## src/rtl/ysyx_24110006_pkg.sv

```systemverilog
// Shared definitions for the ysyx_24110006 instruction cache: FSM states,
// cacheable address window and AXI response codes.
package ysyx_24110006_pkg;

  typedef enum logic [2:0] {
    IDLE,
    LOOKUP,
    REFILL_AR,
    REFILL_R,
    BYPASS_AR,
    BYPASS_R,
    RESP
  } state_e;

  localparam logic [31:0] CACHE_BASE  = 32'h8000_0000;
  localparam logic [31:0] CACHE_LIMIT = 32'h8FFF_FFFF;

  localparam logic [1:0] RESP_OKAY   = 2'd0;
  localparam logic [1:0] RESP_SLVERR = 2'd2;

  function automatic logic is_cacheable(input logic [31:0] addr);
    return (addr >= CACHE_BASE) && (addr <= CACHE_LIMIT);
  endfunction

endpackage

```

## src/rtl/ysyx_24110006_icache_array.sv

```systemverilog
// Direct-mapped tag/data/valid storage: combinational read, one synchronous
// write port; valid bits cleared by reset or flush.
module ysyx_24110006_icache_array #(
  parameter int NUM_LINES  = 16,
  parameter int LINE_WORDS = 4,
  parameter int IDX_W      = 4,
  parameter int WORD_W     = 2,
  parameter int TAG_W      = 24
) (
  input  logic              clk,
  input  logic              rst_n,
  input  logic              flush,
  input  logic [IDX_W-1:0]  rd_index,
  input  logic [WORD_W-1:0] rd_word,
  output logic              rd_valid,
  output logic [TAG_W-1:0]  rd_tag,
  output logic [31:0]       rd_data,
  input  logic [IDX_W-1:0]  wr_index,
  input  logic [WORD_W-1:0] wr_word,
  input  logic              wr_data_en,
  input  logic [31:0]       wr_data,
  input  logic              wr_tag_en,
  input  logic [TAG_W-1:0]  wr_tag,
  input  logic              wr_valid
);

  logic [NUM_LINES-1:0] valid_q;
  logic [TAG_W-1:0]     tag_mem  [NUM_LINES];
  logic [31:0]          data_mem [NUM_LINES][LINE_WORDS];

  assign rd_valid = valid_q[rd_index];
  assign rd_tag   = tag_mem[rd_index];
  assign rd_data  = data_mem[rd_index][rd_word];

  // NOTE: clocked state uses non-blocking (<=) so every flop samples pre-edge values.
  always_ff @(posedge clk) begin
    if (!rst_n) begin
      valid_q <= '0;
    end else if (flush) begin
      valid_q <= '0;
    end else if (wr_tag_en) begin
      valid_q[wr_index] <= wr_valid;
    end
  end

  // NOTE: tag/data arrays are not reset; the valid bits alone decide whether contents are used.
  always_ff @(posedge clk) begin
    if (wr_tag_en) tag_mem[wr_index] <= wr_tag;
    if (wr_data_en) data_mem[wr_index][wr_word] <= wr_data;
  end

endmodule

```

## src/rtl/ysyx_24110006_icache.sv

```systemverilog
// Direct-mapped, blocking instruction cache between the IFU and arbiter port 0.
// Define YSYX_24110006_ICACHE_PERF_EN to build the hit/miss counters.
module ysyx_24110006_icache
  import ysyx_24110006_pkg::*;
#(
  parameter int NUM_LINES  = 16,
  parameter int LINE_WORDS = 4
) (
  input  logic        i_clock,
  input  logic        i_reset,
  input  logic        i_flush,
  input  logic [31:0] i_axi_araddr,
  input  logic        i_axi_arvalid,
  output logic        o_axi_arready,
  output logic [31:0] o_axi_rdata,
  output logic [1:0]  o_axi_rresp,
  output logic        o_axi_rvalid,
  input  logic        i_axi_rready,
  output logic [31:0] o_axi_araddr,
  output logic        o_axi_arvalid,
  input  logic        i_axi_arready,
  input  logic [31:0] i_axi_rdata,
  input  logic [1:0]  i_axi_rresp,
  input  logic        i_axi_rvalid,
  output logic        o_axi_rready,
  output logic [31:0] o_perf_hit,
  output logic [31:0] o_perf_miss
);

  localparam int OFF_W  = $clog2(LINE_WORDS * 4);
  localparam int IDX_W  = $clog2(NUM_LINES);
  localparam int WORD_W = (LINE_WORDS > 1) ? $clog2(LINE_WORDS) : 1;
  localparam int TAG_W  = 32 - OFF_W - IDX_W;

  state_e            state;
  logic [31:0]       addr;
  logic [WORD_W-1:0] beat;
  logic [31:0]       word_q;
  logic              flush_seen;

  logic [IDX_W-1:0]  idx;
  logic [TAG_W-1:0]  tag;
  logic [WORD_W-1:0] word_off;
  logic [WORD_W-1:0] beat_nxt;
  logic [31:0]       line_base;
  logic              last_beat;

  logic              rd_valid;
  logic [TAG_W-1:0]  rd_tag;
  logic [31:0]       rd_data;
  logic              hit;

  logic              wr_data_en;
  logic              wr_tag_en;
  logic              wr_valid;

  assign idx       = addr[OFF_W +: IDX_W];
  assign tag       = addr[31 -: TAG_W];
  assign word_off  = WORD_W'((addr >> 2) & 32'(LINE_WORDS - 1));
  assign line_base = addr & ~32'(LINE_WORDS * 4 - 1);
  assign beat_nxt  = beat + 1'b1;
  assign last_beat = (beat == WORD_W'(LINE_WORDS - 1));
  assign hit       = rd_valid && (rd_tag == tag);

  ysyx_24110006_icache_array #(
    .NUM_LINES (NUM_LINES),
    .LINE_WORDS(LINE_WORDS),
    .IDX_W     (IDX_W),
    .WORD_W    (WORD_W),
    .TAG_W     (TAG_W)
  ) u_array (
    .clk       (i_clock),
    .rst_n     (i_reset),
    .flush     (i_flush),
    .rd_index  (idx),
    .rd_word   (word_off),
    .rd_valid  (rd_valid),
    .rd_tag    (rd_tag),
    .rd_data   (rd_data),
    .wr_index  (idx),
    .wr_word   (beat),
    .wr_data_en(wr_data_en),
    .wr_data   (i_axi_rdata),
    .wr_tag_en (wr_tag_en),
    .wr_tag    (tag),
    .wr_valid  (wr_valid)
  );

  // A miss invalidates the victim line up front, so a partial or aborted
  // refill can never be mistaken for the old line.
  // NOTE: every always_comb output gets a default first so no latch is inferred.
  always_comb begin
    wr_data_en = 1'b0;
    wr_tag_en  = 1'b0;
    wr_valid   = 1'b0;
    if (state == LOOKUP && !hit) begin
      wr_tag_en = 1'b1;
    end
    if (state == REFILL_R && i_axi_rvalid && i_axi_rresp == RESP_OKAY) begin
      wr_data_en = 1'b1;
      if (last_beat) begin
        wr_tag_en = 1'b1;
        wr_valid  = !flush_seen && !i_flush;
      end
    end
  end

  always_ff @(posedge i_clock) begin
    if (!i_reset) begin
      state         <= IDLE;
      addr          <= '0;
      beat          <= '0;
      word_q        <= '0;
      flush_seen    <= 1'b0;
      o_axi_arready <= 1'b1;
      o_axi_arvalid <= 1'b0;
      o_axi_araddr  <= '0;
      o_axi_rready  <= 1'b0;
      o_axi_rvalid  <= 1'b0;
      o_axi_rdata   <= '0;
      o_axi_rresp   <= RESP_OKAY;
    end else begin
      unique case (state)
        IDLE: begin
          if (i_axi_arvalid) begin
            addr          <= i_axi_araddr;
            o_axi_arready <= 1'b0;
            if (is_cacheable(i_axi_araddr)) begin
              state <= LOOKUP;
            end else begin
              state         <= BYPASS_AR;
              o_axi_arvalid <= 1'b1;
              o_axi_araddr  <= i_axi_araddr;
            end
          end
        end
        LOOKUP: begin
          if (hit) begin
            state        <= RESP;
            o_axi_rvalid <= 1'b1;
            o_axi_rdata  <= rd_data;
            o_axi_rresp  <= RESP_OKAY;
          end else begin
            state         <= REFILL_AR;
            beat          <= '0;
            flush_seen    <= i_flush;
            o_axi_arvalid <= 1'b1;
            o_axi_araddr  <= line_base;
          end
        end
        REFILL_AR: begin
          if (i_flush) flush_seen <= 1'b1;
          if (i_axi_arready) begin
            state         <= REFILL_R;
            o_axi_arvalid <= 1'b0;
            o_axi_araddr  <= '0;
            o_axi_rready  <= 1'b1;
          end
        end
        REFILL_R: begin
          if (i_flush) flush_seen <= 1'b1;
          if (i_axi_rvalid) begin
            o_axi_rready <= 1'b0;
            if (i_axi_rresp != RESP_OKAY) begin
              state        <= RESP;
              o_axi_rvalid <= 1'b1;
              o_axi_rdata  <= '0;
              o_axi_rresp  <= i_axi_rresp;
            end else if (last_beat) begin
              state        <= RESP;
              o_axi_rvalid <= 1'b1;
              o_axi_rdata  <= (beat == word_off) ? i_axi_rdata : word_q;
              o_axi_rresp  <= RESP_OKAY;
            end else begin
              if (beat == word_off) word_q <= i_axi_rdata;
              state         <= REFILL_AR;
              beat          <= beat_nxt;
              o_axi_arvalid <= 1'b1;
              o_axi_araddr  <= line_base | (32'(beat_nxt) << 2);
            end
          end
        end
        BYPASS_AR: begin
          if (i_axi_arready) begin
            state         <= BYPASS_R;
            o_axi_arvalid <= 1'b0;
            o_axi_araddr  <= '0;
            o_axi_rready  <= 1'b1;
          end
        end
        BYPASS_R: begin
          if (i_axi_rvalid) begin
            state        <= RESP;
            o_axi_rready <= 1'b0;
            o_axi_rvalid <= 1'b1;
            o_axi_rdata  <= i_axi_rdata;
            o_axi_rresp  <= i_axi_rresp;
          end
        end
        RESP: begin
          // arready rises only after the response leaves, so no AR overlaps RESP.
          if (i_axi_rready) begin
            state         <= IDLE;
            o_axi_rvalid  <= 1'b0;
            o_axi_rdata   <= '0;
            o_axi_rresp   <= RESP_OKAY;
            o_axi_arready <= 1'b1;
          end
        end
        default: state <= IDLE;
      endcase
    end
  end

`ifdef YSYX_24110006_ICACHE_PERF_EN
  logic [31:0] hit_cnt;
  logic [31:0] miss_cnt;

  always_ff @(posedge i_clock) begin
    if (!i_reset) begin
      hit_cnt  <= '0;
      miss_cnt <= '0;
    end else if (state == LOOKUP) begin
      if (hit) hit_cnt <= hit_cnt + 32'd1;
      else     miss_cnt <= miss_cnt + 32'd1;
    end
  end

  assign o_perf_hit  = hit_cnt;
  assign o_perf_miss = miss_cnt;
`else
  assign o_perf_hit  = '0;
  assign o_perf_miss = '0;
`endif

endmodule

```

## config.mk

```make
export PLATFORM = sky130hd
export DESIGN_NAME = ysyx_24110006_icache
export DESIGN_NICKNAME = d
export VERILOG_FILES = /design/src/rtl/ysyx_24110006_pkg.sv /design/src/rtl/ysyx_24110006_icache_array.sv /design/src/rtl/ysyx_24110006_icache.sv
export SDC_FILE = /design/constraint.sdc
export NUM_CORES = 2
export LEC_CHECK = 0
export CAP_MARGIN = 10
export CELL_PAD_IN_SITES_DETAIL_PLACEMENT = 0
export CELL_PAD_IN_SITES_GLOBAL_PLACEMENT = 2
export CORE_ASPECT_RATIO = 1.2
export CORE_MARGIN = 8
export CORE_UTILIZATION = 50
export DETAILED_ROUTE_END_ITERATION = 6
export MAX_ROUTING_LAYER = met4
export PLACE_DENSITY = 0.85
export SLEW_MARGIN = 40
export SYNTH_ARGS = -nofsm -noshare
export SYNTH_HDL_FRONTEND = slang
export SYNTH_SLANG_ARGS = --single-unit
```

## constraint.sdc

```tcl
create_clock -name i_clock -period 10.57 [get_ports i_clock]
set_clock_uncertainty 0.2 [all_clocks]
set_input_delay 1.5855 -clock i_clock [delete_from_list [all_inputs] [get_ports i_clock]]
set_output_delay 1.5855 -clock i_clock [all_outputs]
set_load 0.1 [all_outputs]
```

==> summary.md <==
| Metric | Value |
|---|---|
| Share of cells above drive strength 1 | `29.0%` |
| Critical path launch point type | `flip-flop` |
| Starting Density | `between 50% and 60%` |
| MaxCap Viol Count | `0` |
| Final Hold Fails | `0` |
| Sequential cell area fraction in the yosys report | `75.7%` |
| Drt drc | `0` |
| GR Overflow Total | `0` |
| Number of synthesized flops with an enable pin | `2432` |
| Row Count | `between 150 and 200` |
| CTS Buf Count | `~280` |
| Avg WL per Cell | `35.2 µm` |
| Gate Count Post-Synth | `roughly 4700` |
| Count leader, synth | `edfxtp_1` |
| Initial antenna violation count | `6` |
| 1st-pass router iterations | `5` |
| WL final | `277000 µm` |
| CP Capture Type | `flip-flop` |
| #FFs+latches synth | `2590` |
| HP Class | `flip-flop to flip-flop` |
| Chip Width | `roughly 430 µm` |
| Synth cell count leaders | `edfxtp_1, mux4_2, nand2_1, dfxtp_1, mux2i_1` |
| Worst-margin pin slew | `0.915 ns` |
| Post-synth top area share | `roughly 73%` |
| Mapped Area | `101000 µm²` |
| Vias per cell | `6.51` |
| Clk_lat worst skew | `0.92 ns` |
| First-pass GRT wire length | `388000 µm` |
| WP data required | `10.99 ns` |
| Pre-CTS WS | `4.69 ns` |
| Crit-path max FO | `77` |
| Layout area overhead | `13.9%` |
| Clock share of power | `36.3%` |
| Placer Congestion | `0.819` |
| Starting DRT DRC Count | `6950` |
| PostCTS Resize Cnt | `0` |
| DP Wirelength | `149000 µm` |
| Area contributors post-synth | `edfxtp_1, mux4_2, dfxtp_1` |
| Gr usage total | `26.0%` |
| Sw Pwr | `6.75 mW` |
| NumNets Final | `5130` |
| Fmax | `0.170 GHz` |
| Outcome | `finished clean` |
| Worst Setup Slack, final | `about 4.7 ns` |
| Sinks on Clock Net | `2590` |
| YS warnings | `0` |
| CTS tree | `yes` |
| Family with the most delay on the worst path | `buffers and inverters` |
| IO buf count | `142` |
| Crit path arrival time | `6.29 ns` |
| Setup TNS | `0 ns` |
| Largest net degree at the start of global routing | `86` |
| Sw Share | `26.8%` |
| Synth Area per Inst | `roughly 21 µm²` |
| Final period util | `55.6%` |
| Clock Path Buffers | `4` |
| Setup Crit Path Kind | `flip-flop to flip-flop` |
| CTS Hold Buffers Added | `0` |
| CP cell instances | `buf_12, buf_16, buf_6, mux4_2, mux4_2, xor2_1, a211o_1, nor2_1, nand4_1, a21boi_2, buf_4, nor2_2, buf_4` |
| Clock Pin Slew Worst Setup and Hold Paths | `0.06 ns` |
| IO Pins | `just over 200` |
| Fin crit period | `5.88 ns` |
| Power per Cell Area | `220 nW/µm²` |
| CP peak stage delay | `0.72 ns` |
| Final Slew Violations | `0` |
| Largest area contributor in the netlist | `edfxtp_1` |
| Top_reg_cell synth | `edfxtp_1` |
| Routed Antenna Nets | `0` |
| Vias in the first global route | `51100` |
| Crit path buf inv count | `5` |
| Leakage | `36.0 nW` |
| CTS Root Cell | `clkbuf_16` |
| Gate power share | `17.6%` |
| Final setup fails | `0` |
| Die Height | `roughly 510 µm` |
| Post-synth ARST share | `0%` |
| Full die area | `about 220000 µm²` |
| Distinct cell type count after synthesis | `66` |
| # H-tree levels | `5` |
| Slowest cell on crit path | `dfxtp_4` |
| Power Internal | `18.5 mW` |
| Setup repair bufs after CTS | `0` |
| RSZ-0062 raised after global routing | `false` |
| Vias | `just over 50000` |
| Core ar. | `200000 µm²` |
| Normalized max-slew margin | `~39%` |
| Seq pwr share | `46.2%` |
| Worst VDD drop | `207 µV` |
[layer usage]
metal | global-route usage, % | vias up | wire [µm]
li1 | - | 20100 | -
met1 | 33.4 | 27200 | 99200
met2 | 41.9 | 3324 | 138000
met3 | 5.49 | 628 | 29500
met4 | 8.86 | 0 | 11000
met5 | - | - | 0
[cell families after synthesis]
| logic type | share of synthesized area, % |
|---|---|
| muxes | 18.0 |
| buffers and inverters | 1.78 |
| adders and majority gates | 0.0497 |
| AOI/OAI and AO/OA | 2.10 |
| DFF | 75.7 |
| xor gates and xnor gates | 0.174 |
| other | 0.00372 |
| and+or+nand+nor | 2.24 |
[worst paths after layout]
| path | endpoint | slack (ns) | startpoint | cells past startpoint |
|---|---|---|---|---|
| hold / removal | o_axi_rvalid$_SDFFE_PN0P_ | 0.25 | o_axi_rvalid$_SDFFE_PN0P_ | 2 |
| setup reg to reg | u_array.tag_mem[14][1]$_DFFE_PP_ | 4.69 | flip-flop | 13 |
| setup / recovery | u_array.tag_mem[14][1]$_DFFE_PP_ | 4.69 | flip-flop | 13 |
| hold reg to reg | o_axi_rvalid$_SDFFE_PN0P_ | 0.25 | o_axi_rvalid$_SDFFE_PN0P_ | 2 |
[state kept, by name, indices dropped and copies added (netlist names), 2 cells and up, named ones only]
register,flops
beat,2
u_array.tag_mem,384
state,3
o_axi_rdata,32
addr,30
u_array.valid_q,16
o_axi_araddr,32
o_axi_rresp,2
word_q,32
u_array.data_mem,2048
[tightest hold or removal path, cell delays in order (launching register included)]
cell and delay (ns):
dfxtp_1 0.31, inv_1 0.05, a21oi_1 0.05
[area by class of cell]
class	instances	area, µm²
Antenna cell	2	5.00
Clock buffer	352	7370
Clock inverter	111	988
Fill cell	14300	85700
Inverter	26	109
Multi-Input combinational cell	1816	23600
Sequential cell	2590	76200
Tap cell	2639	3300
Timing Repair Buffer	343	3190
[power by group through the flow]
stage	Sequential [mW]	Combinational [mW]	Clock, mW
6_report	11.6	4.43	9.14
5_1_grt	11.7	4.64	9.60
4_1_cts	11.7	4.44	9.24
3_5_place_dp	11.9	4.42	0
3_3_place_gp	11.9	4.43	0
2_1_floorplan	12.3	2.69	0
[layout by cell type (no fill, tap or decap), types with 11 or more instances in the layout]
cell / n
and2_1: 11
o21ai_0: 27
buf_4: 129
dfxtp_1: 147
mux2i_1: 148
nor2_4: 66
edfxtp_1: 2432
nand2_1: 281
buf_6: 36
buf_8: 17
a21oi_1: 90
clkbuf_16: 280
a21o_1: 31
bufinv_16: 17
clkdlybuf4s50_1: 39
conb_1: 64
buf_2: 93
a22oi_1: 60
nand3_1: 41
and3_1: 15
buf_12: 12
nor2_1: 34
inv_1: 23
clkinv_1: 41
buf_16: 17
nor2b_1: 17
a22o_1: 37
mux4_2: 736
a31oi_1: 18
nor2_2: 16
clkbuf_1: 63
clkinv_2: 37
[through the flow]
step                      hold slack (ns)  instance area [µm²]  power (mW)  std cells  utilization (%)
after floorplan                     0.236               101000        15.0       4765                -
after global placement              0.241               106000        16.3       7372             52.7
after detailed placement            0.247               106000        16.3       7411             53.0
after CTS                           0.255               115000        25.3       7874             57.2
after global routing                0.265               115000        25.9       7879             57.2
final                               0.252               115000        25.2       7879             57.2
No activity file was read; power rests on OpenSTA's default activity.
